==> src/rtl/conv_pkg.sv <==
// Shared types and constants for the 3x3 convolution frame sequencer.
package conv_pkg;

   localparam int KERNEL_DIM  = 3;
   localparam int KERNEL_TAPS = KERNEL_DIM * KERNEL_DIM;

   typedef enum logic [2:0] {
      IDLE       = 3'd0,
      COEFF_REQ  = 3'd1,
      COEFF_WAIT = 3'd2,
      COL_REQ    = 3'd3,
      COL_WAIT   = 3'd4,
      BAND_REQ   = 3'd5,
      END_REQ    = 3'd6,
      END_WAIT   = 3'd7
   } seq_state_t;

   function automatic logic is_wait_state(input seq_state_t s);
      return (s == COEFF_WAIT) || (s == COL_WAIT) || (s == END_WAIT);
   endfunction

endpackage

==> src/rtl/conv_raster_counter.sv <==
// Column/band raster position for the frame walk, with last-column and
// last-band flags against the dimensions latched at frame start.
import conv_pkg::*;

module conv_raster_counter #(
   parameter int COL_W = 6,
   parameter int ROW_W = 6
) (
   input  logic             i_clk,
   input  logic             i_n_rst,
   input  logic             i_clear,
   input  logic             i_col_step,
   input  logic             i_band_step,
   input  logic [COL_W-1:0] i_col_last_idx,
   input  logic [ROW_W-1:0] i_band_last_idx,
   output logic [COL_W-1:0] o_col_nxt,
   output logic [ROW_W-1:0] o_band_nxt,
   output logic             o_col_last,
   output logic             o_band_last
);

   logic [COL_W-1:0] r_col;
   logic [ROW_W-1:0] r_band;
   logic [COL_W-1:0] w_col_nxt;
   logic [ROW_W-1:0] w_band_nxt;

   // Next position; exposed so the caller can register strobe addresses in step.
   always_comb begin
      w_col_nxt  = r_col;
      w_band_nxt = r_band;
      if (i_clear) begin
         w_col_nxt  = {COL_W{1'b0}};
         w_band_nxt = {ROW_W{1'b0}};
      end else if (i_band_step) begin
         w_col_nxt  = {COL_W{1'b0}};
         w_band_nxt = r_band + ROW_W'(1);
      end else if (i_col_step) begin
         w_col_nxt  = r_col + COL_W'(1);
      end else begin
         w_col_nxt  = r_col;
      end
   end

   // Position register.
   always_ff @(posedge i_clk) begin
      if (!i_n_rst) begin
         r_col  <= {COL_W{1'b0}};
         r_band <= {ROW_W{1'b0}};
      end else begin
         r_col  <= w_col_nxt;
         r_band <= w_band_nxt;
      end
   end

   assign o_col_nxt   = w_col_nxt;
   assign o_band_nxt  = w_band_nxt;
   assign o_col_last  = (r_col == i_col_last_idx);
   assign o_band_last = (r_band == i_band_last_idx);

endmodule

==> src/rtl/conv_frame_sequencer.sv <==
// Frame scheduler for the 3x3 convolution datapath: issues controller strobes
// paced on modwait, walks the column/band raster and reports busy/done/err.
import conv_pkg::*;

module conv_frame_sequencer #(
   parameter int COL_W   = 6,
   parameter int ROW_W   = 6,
   parameter int TIMEOUT = 15
) (
   input  logic             i_clk,
   input  logic             i_n_rst,
   input  logic             i_start,
   input  logic [COL_W-1:0] i_img_cols,
   input  logic [ROW_W-1:0] i_img_rows,
   input  logic             i_modwait,
   input  logic             i_convolve_en,
   output logic             o_coeff_load_en,
   output logic             o_sample_load_en,
   output logic             o_new_row,
   output logic [COL_W-1:0] o_samp_col,
   output logic [ROW_W-1:0] o_samp_band,
   output logic             o_busy,
   output logic             o_done,
   output logic             o_err
);

   localparam int RES_W = COL_W + ROW_W;
   localparam int WD_W  = $clog2(TIMEOUT + 1);

   seq_state_t       r_state, w_next_state;
   logic [COL_W-1:0] r_col_last_idx;
   logic [ROW_W-1:0] r_band_last_idx;
   logic [RES_W-1:0] r_res_cnt, r_res_exp, w_res_nxt;
   logic [WD_W-1:0]  r_wd_cnt;
   logic             r_guard;

   logic w_dims_ok, w_accept, w_in_wait, w_wait_exit, w_timeout;
   logic w_clear, w_col_step, w_band_step, w_col_last, w_band_last;
   logic [COL_W-1:0] w_col_nxt;
   logic [ROW_W-1:0] w_band_nxt;

   logic             w_coeff, w_sample, w_new_row, w_busy, w_done, w_err;
   logic [COL_W-1:0] w_samp_col;
   logic [ROW_W-1:0] w_samp_band;

   assign w_dims_ok   = (i_img_cols >= COL_W'(KERNEL_DIM)) && (i_img_rows >= ROW_W'(KERNEL_DIM));
   assign w_accept    = (r_state == IDLE) && i_start && w_dims_ok;
   assign w_in_wait   = is_wait_state(r_state);
   assign w_wait_exit = w_in_wait && !r_guard && !i_modwait;
   assign w_timeout   = w_in_wait && i_modwait && (r_wd_cnt == WD_W'(TIMEOUT - 1));
   // A result arriving on the exit cycle itself still counts toward done.
   assign w_res_nxt   = r_res_cnt + {{(RES_W-1){1'b0}}, (i_convolve_en && o_busy)};

   assign w_clear     = w_accept || ((r_state == COEFF_WAIT) && w_wait_exit);
   assign w_col_step  = (r_state == COL_WAIT) && w_wait_exit && !w_col_last;
   assign w_band_step = (r_state == COL_WAIT) && w_wait_exit && w_col_last && !w_band_last;

   conv_raster_counter #(.COL_W(COL_W), .ROW_W(ROW_W)) u_raster (
      .i_clk           (i_clk),
      .i_n_rst         (i_n_rst),
      .i_clear         (w_clear),
      .i_col_step      (w_col_step),
      .i_band_step     (w_band_step),
      .i_col_last_idx  (r_col_last_idx),
      .i_band_last_idx (r_band_last_idx),
      .o_col_nxt       (w_col_nxt),
      .o_band_nxt      (w_band_nxt),
      .o_col_last      (w_col_last),
      .o_band_last     (w_band_last)
   );

   // State register.
   always_ff @(posedge i_clk) begin
      if (!i_n_rst) begin
         r_state <= IDLE;
      end else begin
         r_state <= w_next_state;
      end
   end

   // Next-state logic; the watchdog overrides every state.
   always_comb begin
      w_next_state = r_state;
      if (w_timeout) begin
         w_next_state = IDLE;
      end else begin
         case (r_state)
            IDLE:       w_next_state = w_accept ? COEFF_REQ : IDLE;
            COEFF_REQ:  w_next_state = COEFF_WAIT;
            COEFF_WAIT: w_next_state = w_wait_exit ? COL_REQ : COEFF_WAIT;
            COL_REQ:    w_next_state = COL_WAIT;
            BAND_REQ:   w_next_state = COL_WAIT;
            COL_WAIT: begin
               if (!w_wait_exit) begin
                  w_next_state = COL_WAIT;
               end else if (!w_col_last) begin
                  w_next_state = COL_REQ;
               end else if (!w_band_last) begin
                  w_next_state = BAND_REQ;
               end else begin
                  w_next_state = END_REQ;
               end
            end
            END_REQ:    w_next_state = END_WAIT;
            END_WAIT:   w_next_state = w_wait_exit ? IDLE : END_WAIT;
            default:    w_next_state = IDLE;
         endcase
      end
   end

   // Output decode from the next state so the registered strobes align with it.
   always_comb begin
      w_coeff     = (w_next_state == COEFF_REQ);
      w_sample    = (w_next_state == COL_REQ) || (w_next_state == END_REQ);
      w_new_row   = (w_next_state == BAND_REQ) || (w_next_state == END_REQ);
      w_busy      = (w_next_state != IDLE);
      w_samp_col  = {COL_W{1'b0}};
      w_samp_band = {ROW_W{1'b0}};
      if (w_next_state == COL_REQ) begin
         w_samp_col = w_col_nxt;
      end else begin
         w_samp_col = {COL_W{1'b0}};
      end
      if (w_busy) begin
         w_samp_band = w_band_nxt;
      end else begin
         w_samp_band = {ROW_W{1'b0}};
      end
      w_done = (r_state == END_WAIT) && w_wait_exit && (w_res_nxt == r_res_exp);
      w_err  = ((r_state == IDLE) && i_start && !w_dims_ok) || w_timeout ||
               ((r_state == END_WAIT) && w_wait_exit && (w_res_nxt != r_res_exp));
   end

   // Registered outputs.
   always_ff @(posedge i_clk) begin
      if (!i_n_rst) begin
         o_coeff_load_en  <= 1'b0;
         o_sample_load_en <= 1'b0;
         o_new_row        <= 1'b0;
         o_samp_col       <= {COL_W{1'b0}};
         o_samp_band      <= {ROW_W{1'b0}};
         o_busy           <= 1'b0;
         o_done           <= 1'b0;
         o_err            <= 1'b0;
      end else begin
         o_coeff_load_en  <= w_coeff;
         o_sample_load_en <= w_sample;
         o_new_row        <= w_new_row;
         o_samp_col       <= w_samp_col;
         o_samp_band      <= w_samp_band;
         o_busy           <= w_busy;
         o_done           <= w_done;
         o_err            <= w_err;
      end
   end

   // Frame dimensions, result counter, watchdog and WAIT guard.
   always_ff @(posedge i_clk) begin
      if (!i_n_rst) begin
         r_col_last_idx  <= {COL_W{1'b0}};
         r_band_last_idx <= {ROW_W{1'b0}};
         r_res_exp       <= {RES_W{1'b0}};
         r_res_cnt       <= {RES_W{1'b0}};
         r_wd_cnt        <= {WD_W{1'b0}};
         r_guard         <= 1'b0;
      end else begin
         if (w_accept) begin
            r_col_last_idx  <= i_img_cols - COL_W'(1);
            r_band_last_idx <= i_img_rows - ROW_W'(KERNEL_DIM);
            r_res_exp       <= RES_W'(i_img_cols - COL_W'(2)) * RES_W'(i_img_rows - ROW_W'(2));
            r_res_cnt       <= {RES_W{1'b0}};
         end else begin
            r_res_cnt       <= w_res_nxt;
         end
         if (w_in_wait && i_modwait && !w_timeout) begin
            r_wd_cnt <= r_wd_cnt + WD_W'(1);
         end else begin
            r_wd_cnt <= {WD_W{1'b0}};
         end
         r_guard <= is_wait_state(w_next_state) && !w_in_wait;
      end
   end

endmodule

==> config.mk <==
export PLATFORM = sky130hd
export DESIGN_NAME = conv_frame_sequencer
export DESIGN_NICKNAME = d
export VERILOG_FILES = /design/src/rtl/conv_pkg.sv /design/src/rtl/conv_raster_counter.sv /design/src/rtl/conv_frame_sequencer.sv
export SDC_FILE = /design/constraint.sdc
export NUM_CORES = 1
export LEC_CHECK = 0
export BUFFER_PORTS_ARGS = -buffer_cell sky130_fd_sc_hd__clkbuf_2
export CAP_MARGIN = 20
export CORE_UTILIZATION = 46
export DETAILED_ROUTE_END_ITERATION = 12
export GPL_TIMING_DRIVEN = 0
export SYNTH_ARGS = -nofsm -noshare
export SYNTH_HDL_FRONTEND = slang
export SYNTH_SLANG_ARGS = --single-unit
==> constraint.sdc <==
create_clock -name i_clk -period 6.7 [get_ports i_clk]
set_input_delay 0.335 -clock i_clk [delete_from_list [all_inputs] [get_ports i_clk]]
set_output_delay 0.335 -clock i_clk [all_outputs]
set_load 0.05 [all_outputs]
Yosys cells after proc, flatten, opt, wreduce, memory -nomap -nowiden:

Cells that the tools add are included.
Widths: inputs -> output; s select.

* multiplexer cells: 13
* eq/ne operators: 19
* $lt $le $gt $ge: 2
* $mul: 1
* reduce and logical (&&, ||, !) cells: 42
* bitwise operators: 1
* $add $sub $neg: 8

Operators by type and width (count)
* $mux 6: 5
* $eq 3x3->1 const B: 8
* $pmux 3 s7: 1
* $logic_and 1x1->1: 19
* $sub 6x2->7 const B: 2
* $add 12x1->12: 1
* $add 6x1->6 const B: 2
* $eq 12x12->1: 1
* $eq 3x2->1 const B: 4
* $eq 6x6->1: 2
* $ge 6x2->1 const B: 2
* $mul 7x7->12: 1
* $mux 3: 4
* $ne 12x12->1: 1
* $logic_or 1x1->1: 9
* $logic_not 1->1: 7
* $eq 3x1->1 const B: 2
* $reduce_and 2->1: 3
* $sub 6x1->6 const B: 1
* $sub 6x2->6 const B: 1
* $add 4x1->4 const B: 1
* $eq 4x4->1 const B: 1
* $reduce_or 2->1: 2
* $logic_not 3->1: 1
* 4 further kinds: 5

* logic and storage cells: 103
* register bits after elaboration: 74

Logic depth before layout (Yosys ltp):

* depth in word-level cells: 12
* mapped depth: 21
* depth with buffers taken out: 20

Cells and area by module:

From an unflattened synthesis, not the netlist that was laid out.

* cell total of the unflattened synthesis: 605
* area total of the unflattened synthesis: 5253.8 µm²

By module, submodules not included
* conv_frame_sequencer: times used 1, cells each 519, area an instance 4539.4 µm², sequential area each 1241.2 µm²
* conv_raster_counter: times used 1, cells each 86, area an instance 714.4 µm², sequential area each 240.2 µm²

Least setup slack after synthesis:

Ideal clock, no wire load.

* path kind: input-to-reg
* start point: input i_img_rows[1]
* end point: register r_res_exp[10]
* path slack: 1782 ps
* setup time: 125 ps
* stages: 19
* required time: 6575 ps
* arrival: 4793 ps
* cell sequence: clkbuf_1 > inv_1 > ha_1 > nand2_1 > xnor2_1 > or2_2 > fa_1 > fa_1 > inv_1 > fa_1 > inv_1 > fa_1 > inv_1 > ha_1 > inv_1 > o21ai_0 > a2111oi_0 > nor3_1 > nand3b_1

* word-level cells in the longest chain between the ends: 3
* elaborated cells on any way between the ends: 5
* those cells by class: add/sub: 1; mul: 1; order compare: 1; reduce/logical: 2

Ends and longest elaborated chain
* from (decl): RTL line conv_frame_sequencer.sv:14 `input logic [ROW_W-1:0] i_img_rows,`
* parallel branches: the longest is 3 deep, another holds $mul 7x7->12
* to (signal assigned): RTL line conv_frame_sequencer.sv:162 `r_res_exp <= {RES_W{1'b0}};`
* to (signal assigned): RTL line conv_frame_sequencer.sv:170 `r_res_exp <= RES_W'(i_img_cols - COL_W'(2)) * RES_W'(i_img_rows - ROW_W'(2));`
* to (decl): RTL line conv_frame_sequencer.sv:33 `logic [RES_W-1:0] r_res_cnt, r_res_exp, w_res_nxt;`

Several ways; the timed one is not identified.
A chain may end at the register's enable or synchronous reset.

Worst setup path in the final report:

* start point: input i_img_rows[1]
* end point: register r_res_exp[11]

The elaborated chain is that of the path after synthesis.

==> flow_summary.yaml <==
logic_synthesis:
  synth_area_leaders: "dfxtp_1, fa_1, ha_1"
  ys_seq_area_share_pct: 27.5
  yosysWarnings: 0
  ys_top_cells_by_count: "nor2_1, dfxtp_1, inv_1"
  synth.distinct_cells: 65
  synthArstFlopShare_pct: 0
  synth.avg_cell_area_sq_um: 8.84
  synth-main-ff-cell: "dfxtp_1"
  netlist_instances: 610
  synth_top_area_cell: "dfxtp_1"
  synth_edf_count: 0
  synth.top_cell.area_share_pct: 27.5
  netlist_area_sq_mm: 0.00539
  yosys.cell_count.top_type: "nor2_1"
  synth_seq_cells: 74
  synth_nets: 696
cells_and_area:
  fillers: 1106
  layout-drive-gt1-share_pct: 12.2
  final_nets: 738
  areaGrowthSynthToFinish_pct: 11.2
  antenna-diode-count: 0
global_route:
  grt_pass1_vias: 4011
  antenna_found_initial: 0
  use_met1_pct: 28.4
  grt_start_max_net_pins: 13
  busiest_layer: "met2"
  use_met3_pct: 3.82
  grt_pass1_wl_mm: 19.5
  track_usage_pct: 21.0
  grt.overflow.total: 0
  grtUsageMet2_pct: 33.9
cts:
  hold_buffers: 0
  clkTransAtPathRegs_ns: 0.06
  cts-resized-gates: 0
  cts.sinks: 74
  cts_setup_buffers: 0
  cts_tree: "built"
  cts_root_buf: "clkbuf_16"
  numCtsBuffers: 9
  clockBufferDepth: 2
  clock_latency_ns: 0.33
  htreeDepth: 3
power_and_ir_drop:
  p_clk_share_pct: 30.4
  p_seq_share_pct: 34.2
  netSwitchingFraction_pct: 34.0
  internal-power_mw: 0.944
  ir_drop_v: 0.000154
  p_leak_nw: 2.54
  power_density_mw_per_mm2: 238
  p_comb_share_pct: 35.4
  switching_power_mw: 0.485
worst_setup_path:
  crit_path_end_kind: "flop"
  required_ns: 6.95
  crit_type: "in -> reg"
  path_cells: "clkbuf_2 > clkbuf_1 > inv_1 > ha_1 > xor2_1 > nand2_1 > fa_1 > fa_1 > fa_1 > inv_1 > fa_1 > ha_1 > or3_1 > o21ai_0 > o211ai_1 > or4_1 > o2111ai_1"
  worstPathArrival_ns: 5.69
  crit_top_cell: "fa_1"
  cp-start-kind: "input port"
  critPathMaxStageDelay_ns: 0.68
  cp_top_family: "adder cells"
  slowest_stage: "fa_1"
  cp.buffers_inverters: 4
  worstPathMaxFanout: 10
timing:
  max_freq_ghz: 0.184
  setup_tns_ns: 0
  rsz0062_at_grt: "no"
  relSlewSlack_pct: 47.9
  max_slew.worst_pin.slew_ns: 0.776
  setup_slack_ns: 1.26
  hold_viol: 0
  whs_ns: 0.277
  finalSetupViolCount: 0
  fin_crit_sh_pct: 81.2
  maxSlewViolCount: 0
  finalCriticalPeriod_ns: 5.44
  skew_ns: 0.00831
outcome:
  status: "complete, no violations"
placed_design:
  pre_cts_ws_ns: 0.933
  globalplace.congestion: 0.845
  numPortBuffers: 31
  hpwlAfterDp_mm: 9.20
die:
  io_pins: 35
  die_y_um: 110
  rows: 39
  dieArea_sq_mm: 0.0122
  initial_core_util_pct: 47.2
  coreArea_sq_mm: 0.0114
  die_w_um: 110
drt:
  vias_per_cell: 5.20
  via_count: 4155
  drtIter0Drc: 222
  drtPass1Iterations: 4
  drcViolationCount: 0
  antenna_left: 0
  finalWirelength_mm: 11.5
  wl_per_cell_um: 14.4
flow_run:
  drv_cap: 0
min_path:
  hold_class: "in -> reg"
[flip-flops by register name (all words and copies together) (netlist names)]
register / cells
r_res_cnt: 12
r_res_exp: 12
r_guard: 1
o_busy: 1
o_sample_load_en: 1
u_raster.r_band: 6
u_raster.r_col: 6
r_band_last_idx: 6
o_new_row: 1
r_col_last_idx: 6
r_wd_cnt: 4
r_state: 3
o_samp_col: 6
o_samp_band: 6
o_coeff_load_en: 1
o_done: 1
o_err: 1
[path summary, 6_finish.rpt]
check	from	endpoint	slack, ns	cells past startpoint
worst min register to register	r_wd_cnt[0]$_SDFF_PN0_	r_wd_cnt[0]$_SDFF_PN0_	0.46	1
worst min-delay path	i_img_cols[0]	r_col_last_idx[0]$_SDFFE_PN0P_	0.28	2
worst max register to register	o_busy$_SDFF_PN0_	o_err$_SDFF_PN0_	3.91	9
worst max-delay path	i_img_rows[1]	r_res_exp[11]$_SDFFE_PN0P_	1.26	17
[layer usage]
layer	wire [um]	vias up
met1	5530	1967
met5	0	-
met3	439	11
met2	5340	63
met4	172	0
li1	-	2114
[power groups by stage]
stage	clock network, mW	registers [mW]	logic (mW)
after floorplan	0	0.494	0.400
after global placement	0	0.498	0.501
after detailed placement	0	0.498	0.508
after CTS	0.444	0.488	0.512
after global routing	0.464	0.491	0.585
final	0.435	0.489	0.506
[layout by cell type (no fill, tap or decap), types with 12 or more instances in the layout]
cell      instances
a21oi_1          22
inv_1            61
dfxtp_1          74
nor2_1           81
and2_1           12
nand2_1          44
ha_1             37
nand3_1          16
xnor2_1          40
a211oi_1         12
clkbuf_1         13
xor2_1           32
clkbuf_2         31
o21ai_0          13
fa_1             32
[cell families after synthesis]
logic type	share of synthesized area, %
adders and majority gates	20.5
buffers and inverters	6.43
AOI/OAI and AO/OA	9.86
xor gates and xnor gates	12.6
DFF	27.5
and+or+nand+nor	22.5
muxes	0.742
[layout make-up]
| cell class | count | area (sq um) | share of cell area [%] |
|---|---|---|---|
| buffer | 20 | 118 | 1.96 |
| clock buffer | 10 | 239 | 3.98 |
| clock inverter | 5 | 31.3 | 0.522 |
| inverter | 61 | 229 | 3.82 |
| multi-input combinational | 455 | 3560 | 59.4 |
| sequential | 74 | 1480 | 24.7 |
| tap | 143 | 179 | 2.98 |
| timing repair buffer | 31 | 155 | 2.59 |
[through the flow]
| step | power, mW | instance area (sq um) | cells | utilization (%) |
|---|---|---|---|---|
| finish | 1.43 | 6000 | 799 | 52.5 |
| global route | 1.54 | 6000 | 799 | 52.5 |
| detailed placement | 1.01 | 5730 | 784 | 50.2 |
| CTS | 1.44 | 6000 | 799 | 52.5 |
| floorplan | 0.894 | 5390 | 610 | - |
| global placement | 0.999 | 5730 | 784 | 50.2 |
(Power assumes the default switching activity.)
